**config.mk**
```make
export PLATFORM = sky130hd
export DESIGN_NAME = loop_sequencer
export DESIGN_NICKNAME = d
export VERILOG_FILES = /design/src/rtl/loop_sequencer.sv
export SDC_FILE = /design/constraint.sdc
export NUM_CORES = 1
export LEC_CHECK = 0
export CAP_MARGIN = 20
export CORE_MARGIN = 2
export CORE_UTILIZATION = 52
export CTS_BUF_LIST = sky130_fd_sc_hd__clkbuf_16
export CTS_CLUSTER_SIZE = 20
export DETAILED_ROUTE_END_ITERATION = 7
export HOLD_SLACK_MARGIN = 0.03
export PLACE_DENSITY = 0.83
export SYNTH_ARGS = -nofsm -noshare
export SYNTH_HDL_FRONTEND = slang
export SYNTH_SLANG_ARGS = --single-unit
```
**constraint.sdc**
```tcl
create_clock -name clk -period 5.7 [get_ports clk]
set_input_delay 1.14 -clock clk [delete_from_list [all_inputs] [get_ports clk]]
set_output_delay 1.14 -clock clk [all_outputs]
set_load 0.05 [all_outputs]
```
**src/rtl/loop_sequencer.sv**
```systemverilog
// loop_sequencer: re-triggerable hardware loop engine emitting 0, step, 2*step, ... below a limit.
// Latency: first index valid the cycle after start is accepted; one index per cycle with ready high.
// Backpressure: out_valid && !out_ready holds out_data, idx and count; out_valid never depends on out_ready.
//
// Ports:
//   clk, rst            clock and synchronous active-high reset
//   start               command strobe, accepted only in IDLE
//   limit/step/brk_*    loop parameters latched on an accepted start (step 0 is used as 1)
//   out_data/valid/ready index stream
//   busy, done          busy in RUN and DONE; done pulses for the single DONE cycle
//   broke, wrapped      sticky end-reason flags, cleared by the next accepted start
//   count               number of indices transferred in the last/current loop
module loop_sequencer #(
  parameter int WIDTH = 4,
  parameter int CNT_W = WIDTH + 1
) (
  input  logic             clk,
  input  logic             rst,
  input  logic             start,
  input  logic [WIDTH-1:0] limit,
  input  logic [WIDTH-1:0] step,
  input  logic             brk_en,
  input  logic [WIDTH-1:0] brk_val,
  output logic [WIDTH-1:0] out_data,
  output logic             out_valid,
  input  logic             out_ready,
  output logic             busy,
  output logic             done,
  output logic             broke,
  output logic             wrapped,
  output logic [CNT_W-1:0] count
);

  typedef enum logic [1:0] {IDLE, RUN, DONE} state_t;

  state_t           state, state_nxt;
  logic [WIDTH-1:0] idx;
  logic [WIDTH-1:0] lim_q;
  logic [WIDTH-1:0] step_q;
  logic [WIDTH-1:0] brk_val_q;
  logic             brk_en_q;

  logic             at_limit;
  logic             at_brk;
  logic             fire;
  logic [WIDTH:0]   sum;

  always_comb begin
    state_nxt = state;
    out_valid = 1'b0;
    fire      = 1'b0;
    at_limit  = (idx >= lim_q);
    at_brk    = brk_en_q && (idx == brk_val_q);
    // Extra carry bit detects an index step past 2^WIDTH-1.
    sum       = {1'b0, idx} + {1'b0, step_q};
    case (state)
      IDLE: begin
        if (start) state_nxt = RUN;
      end
      RUN: begin
        // Limit is checked before break so a coincident break value does not set broke.
        if (at_limit) begin
          state_nxt = DONE;
        end else if (at_brk) begin
          state_nxt = DONE;
        end else begin
          out_valid = 1'b1;
          fire      = out_ready;
          if (fire && sum[WIDTH]) state_nxt = DONE;
        end
      end
      DONE: begin
        state_nxt = IDLE;
      end
      default: begin
        state_nxt = IDLE;
      end
    endcase
  end

  always_ff @(posedge clk) begin
    if (rst) begin
      state     <= IDLE;
      idx       <= '0;
      lim_q     <= '0;
      step_q    <= WIDTH'(1);
      brk_val_q <= '0;
      brk_en_q  <= 1'b0;
      count     <= '0;
      broke     <= 1'b0;
      wrapped   <= 1'b0;
    end else begin
      state <= state_nxt;
      case (state)
        IDLE: begin
          if (start) begin
            lim_q     <= limit;
            step_q    <= (step == '0) ? WIDTH'(1) : step;
            brk_en_q  <= brk_en;
            brk_val_q <= brk_val;
            idx       <= '0;
            count     <= '0;
            broke     <= 1'b0;
            wrapped   <= 1'b0;
          end
        end
        RUN: begin
          if (!at_limit && at_brk) broke <= 1'b1;
          if (fire) begin
            count <= count + 1'b1;
            // On wrap idx is left alone; the loop ends on this transfer.
            if (sum[WIDTH]) wrapped <= 1'b1;
            else            idx     <= sum[WIDTH-1:0];
          end
        end
        default: begin
        end
      endcase
    end
  end

  assign out_data = idx;
  assign busy     = (state != IDLE);
  assign done     = (state == DONE);

endmodule

```
# Yosys cells after proc, flatten, opt, wreduce, memory -nomap -nowiden
# Cells that the tools add are included.
classes:
  n_mux: 25
  addsub: 2
  reduce_logical: 14
  eq_ne: 9
  n_lt_le_gt_ge: 1
ops:
  columns: ["operator", "n"]
  rows:
  - ["4-bit two-way mux", 4]
  - ["1-bit two-way mux", 10]
  - ["5-bit two-way mux", 2]
  - ["2-bit inequality test (second input constant)", 5]
  - ["5-bit one-hot mux with 2 select lines", 1]
  - ["2-bit two-way mux", 4]
  - ["4-bit one-hot mux with 2 select lines", 1]
  - ["4-bit AND reduction", 2]
  - ["3-bit AND reduction", 2]
  - ["4-bit by 4-bit adder with 5-bit output", 1]
  - ["5-bit by 1-bit adder with 5-bit output (second input constant)", 1]
  - ["4-bit == test", 1]
  - ["4-bit greater-or-equal comparator", 1]
  - ["4-bit zero test", 1]
  - ["4-bit inequality test (second input constant)", 1]
  - ["1-bit one-hot mux with 2 select lines", 2]
  - ["2-bit one-hot mux with 2 select lines", 1]
  - ["2-bit AND reduction", 2]
  - ["2-bit nonzero test", 2]
  - ["1-bit logical AND", 3]
  - ["2-bit by 1-bit == test with 1-bit output (second input constant)", 1]
  - ["2-bit == test (second input constant)", 1]
  - ["2-bit zero test", 1]
  - ["1-bit zero test", 1]
word_totals:
  input_bits: 17
  reg_bits: 26
  output_inout_bits: 14
  elab_cells: 60

# Longest topological paths before layout
logic_depth:
  ltp_word: 7
  mapped_depth: 7
  mapped_depth_nobuf: 7

# Least setup slack after synthesis
# OpenSTA, ideal clock, no wires.
synth_path:
  path_type: "register -> output"
  startpoint: "register idx[0], in the netlist out_data[0]"
  endpoint: "output port out_valid"
  path_buffers: 0
  arrival_ps: 2230
  slack_ps: 2330
  path_stages_with_launch: 6
  t_required_ps: 4560
  path_cell_list: "dfxtp_1 -> inv_1 -> ha_1 -> nor3b_1 -> o21ai_0 -> a211oi_2"
synth_via:
  elab_chain_cells: 5
  elab_cells_between_ends: 6
  cone_classes: "order compare (1); eq/ne (1); mux (3); reduce/logical (1)"
synth_lines:
  columns: ["item", "line", "source"]
  rows:
  - ["start: declaration", "37", "logic [WIDTH-1:0] idx;"]
  - ["start signal: assignment", "113", "else idx <= sum[WIDTH-1:0];"]
  - ["4-bit == test", "53", "at_brk = brk_en_q && (idx == brk_val_q);"]
  - ["1-bit logical AND", "53", null]
  - ["1-bit two-way mux", "64", "end else if (at_brk) begin"]
  - ["1-bit two-way mux (*)", "62", "if (at_limit) begin"]
  - ["1-bit two-way mux (*)", "56", "case (state)"]
  - ["end: declaration", "25", "output logic out_valid,"]
# Every way passes the cells marked *; elsewhere a longest branch is shown, timed or not.

# Final worst setup path
# Ends and elaborated chain as after synthesis.

==> metrics.md <==
| Metric | Value |
|---|---|
| Number of global-route vias before repair | 1197 |
| Total clock sinks | 26 |
| Antenna Nets Post-Route | 0 |
| Dpl cells | 211 |
| Via density | 5.670 |
| Leak Pwr | 0.0007014 uW |
| Area growth syn-to-layout | 29.44% |
| Initial core utilization | 54.18% |
| Die width | 54.58 um |
| Final period util | 66.90% |
| Share of post-route cells with drive strength above 1 | 5.405% |
| Final Hold Slack | 460.1 ps |
| Setup repair bufs after CTS | 0 |
| CP endpoint kind | output port |
| Tot GR Track Use | 23.52% |
| First-pass GRT wire length | 5002 um |
| Worst skew pair latency | 260 ps |
| RSZ-0062 raised after global routing | no |
| Clock tree from TritonCTS | done |
| Largest net degree at the start of global routing | 28 |
| Root Buffer | clkbuf_16 |
| DP Area | 0.001643 mm2 |
| H-tree depth | 1 |
| PD cells | 247.8 mW/mm2 |
| DR iter-0 viols | 23 |
| Synthesized flop and latch total | 26 |
| Min-Delay Path Class | register to register |
| Top cell type's share of synthesized area | 39.13% |
| Clk slew on worst S/H paths | 60 ps |
| Syn Area/Cell | 8.472 um2 |
| Setup CP Type | register to output port |
| First drt pass iteration count | 4 |
| CP Launch Type | register |
| Hpwl dp | 2209 um |
| Residual DRC count | 0 |
| Register-to-Register Path Depth | 7 |
| Total power after layout | 426.6 uW |
| Core ar. | 0.002455 mm2 |
| Hold-fix buffers, CTS | 0 |
| CP required | 4560 ps |
| Post-Layout Inst Area | 0.001722 mm2 |
| Status | finished clean |
| Inserted Clock Buffers | 3 |
| Most numerous cell in the Yosys netlist | nand2_1 |
| Max-cap violation count | 0 |
| Grt ovf | 0 |
| Number of antenna violations at the first check in global routing | 0 |
| Yosys warns | 0 |
| Ys flop type | dfxtp_1 |
| Hold Vio Cnt, Final | 0 |
| Slew Viols, Final | 0 |
| Row cnt | 18 |
| NumNets Final | 213 |
| Slew Limit Headroom | 39.60% |
| Arrival time worst endpoint | 2670 ps |
| Worst Skew | 3.298 ps |
| Die Span Y | 54.58 um |
| Post-synth EDFFs | 0 |
| Port Buf Inserts | 30 |
| Netlist cell types | 38 |
| Number of setup violations in the final report | 0 |
| Worst VDD drop | 0.0002116 V |
| IO Pins | 31 |
| Crit-path slowest cell | clkdlybuf4s50_1 |
| Most common library cells after synthesis | nand2_1 (29), dfxtp_1 (26), a21oi_1 (21) |
| Cell taking the most area after synthesis | dfxtp_1 |
| Routed WL per cell | 14.13 um |
| Post-CTS Resized | 0 |
| Final min period | 3813 ps |
| Synth area leaders | dfxtp_1 (39%), ha_1 (8.5%), nand2_1 (8.2%) |
| Crit-path cells | inv_1 > ha_1 > nor3b_1 > o21ai_0 > a211oi_2 > clkdlybuf4s50_1 |
| Die area | 0.002978 mm2 |
| Vias | 1219 |
| Setup TNS Final | 0 ps |
| Syn nets | 184 |
| GPL Wtd Cong | 0.8020 |
| Sequential fraction of the synthesis area | 39.13% |
| Finished Layout Cells | 215 |
| Worst Hold Path Cells | 2 |
| Mapped Area | 0.001330 mm2 |
| Fmax | 262.2 MHz |
| Clk buf depth | 2 |
| FFs w/ async S/R, synth | 0% |
| CP Max Fanout | 5 |
| Syn Inst Count | 157 |
| Worst-Margin Slew | 903.1 ps |
| # diodes | 0 |
| Wirelength, routed | 3038 um |
| CP max stage delay | 860 ps |
[through the flow]
stage                     util, %  setup slack [ps]
final                       70.13              1887
after global routing        70.13              1669
after CTS                   70.13              1909
after detailed placement    66.92              2244
after global placement      66.92              2270
after floorplan                 -              2330
[cells in the final DEF (no fill, tap or decap), drive strengths merged, types with 3 or more instances in the layout]
master / Yosys / final
clkdlybuf4s50: 0 / 30
nand2: 29 / 29
dfxtp: 26 / 26
a21oi: 22 / 22
nor2: 9 / 9
ha: 9 / 9
inv: 7 / 7
xor2: 4 / 4
a22o: 4 / 4
nor3: 4 / 4
nor2b: 3 / 3
nand2b: 3 / 3
a21o: 3 / 3
clkbuf: 4 / 3
and2: 3 / 3
[critical path: cells and delay by family, from the launching register on]
family	cells	cell delay (ps)
buf+inv	2	930
simple gates	1	260
flops	1	410
fa+ha+maj	1	300
compound gates	2	520
[per-layer routing]
layer | global-route usage [%] | up-vias | part of all wire, %
li1 | - | 606 | -
met1 | 27.75 | 576 | 44
met2 | 40.76 | 32 | 50
met3 | 6.011 | 5 | 5.5
met4 | 8.750 | 0 | 1.2
met5 | 0 | - | 0
[cell type report]
class | count | area [um2]
Fill cell | 214 | 733.2
Tap cell | 30 | 37.54
Multi-Input combinational cell | 118 | 758.2
Timing Repair Buffer | 30 | 300.3
Inverter | 7 | 26.28
Sequential cell | 26 | 520.5
Clock inverter | 1 | 3.754
Clock buffer | 3 | 75.07
[cells by family after synthesis]
family	share of synthesized area, %
mux	1.599
compound gates	21.26
simple gates	20.23
xor+xnor	3.951
flops	39.13
buf+inv	3.857
fa+ha+maj	9.972
[registers in the layout, summed over array words and instances (netlist names), 2 cells and up]
signal / count
step_q: 4
lim_q: 4
count: 5
out_data: 4
brk_val_q: 4
state: 2
[power by group]
group	switching, uW	leakage, uW	internal, uW
registers	6.63	0.000212	190
logic	43.3	0.000451	31.6
clock network	61.4	0.0000385	93.9
[worst paths after layout]
check / slack (ps) / end / startpoint
max: 1890 / out_valid / out_data[0]
min: 460 / lim_q[2] / lim_q[2]
max reg2reg: 3590 / out_data[3] / out_data[0]
min reg2reg: 460 / lim_q[2] / lim_q[2]
(Power assumes the default switching activity.)
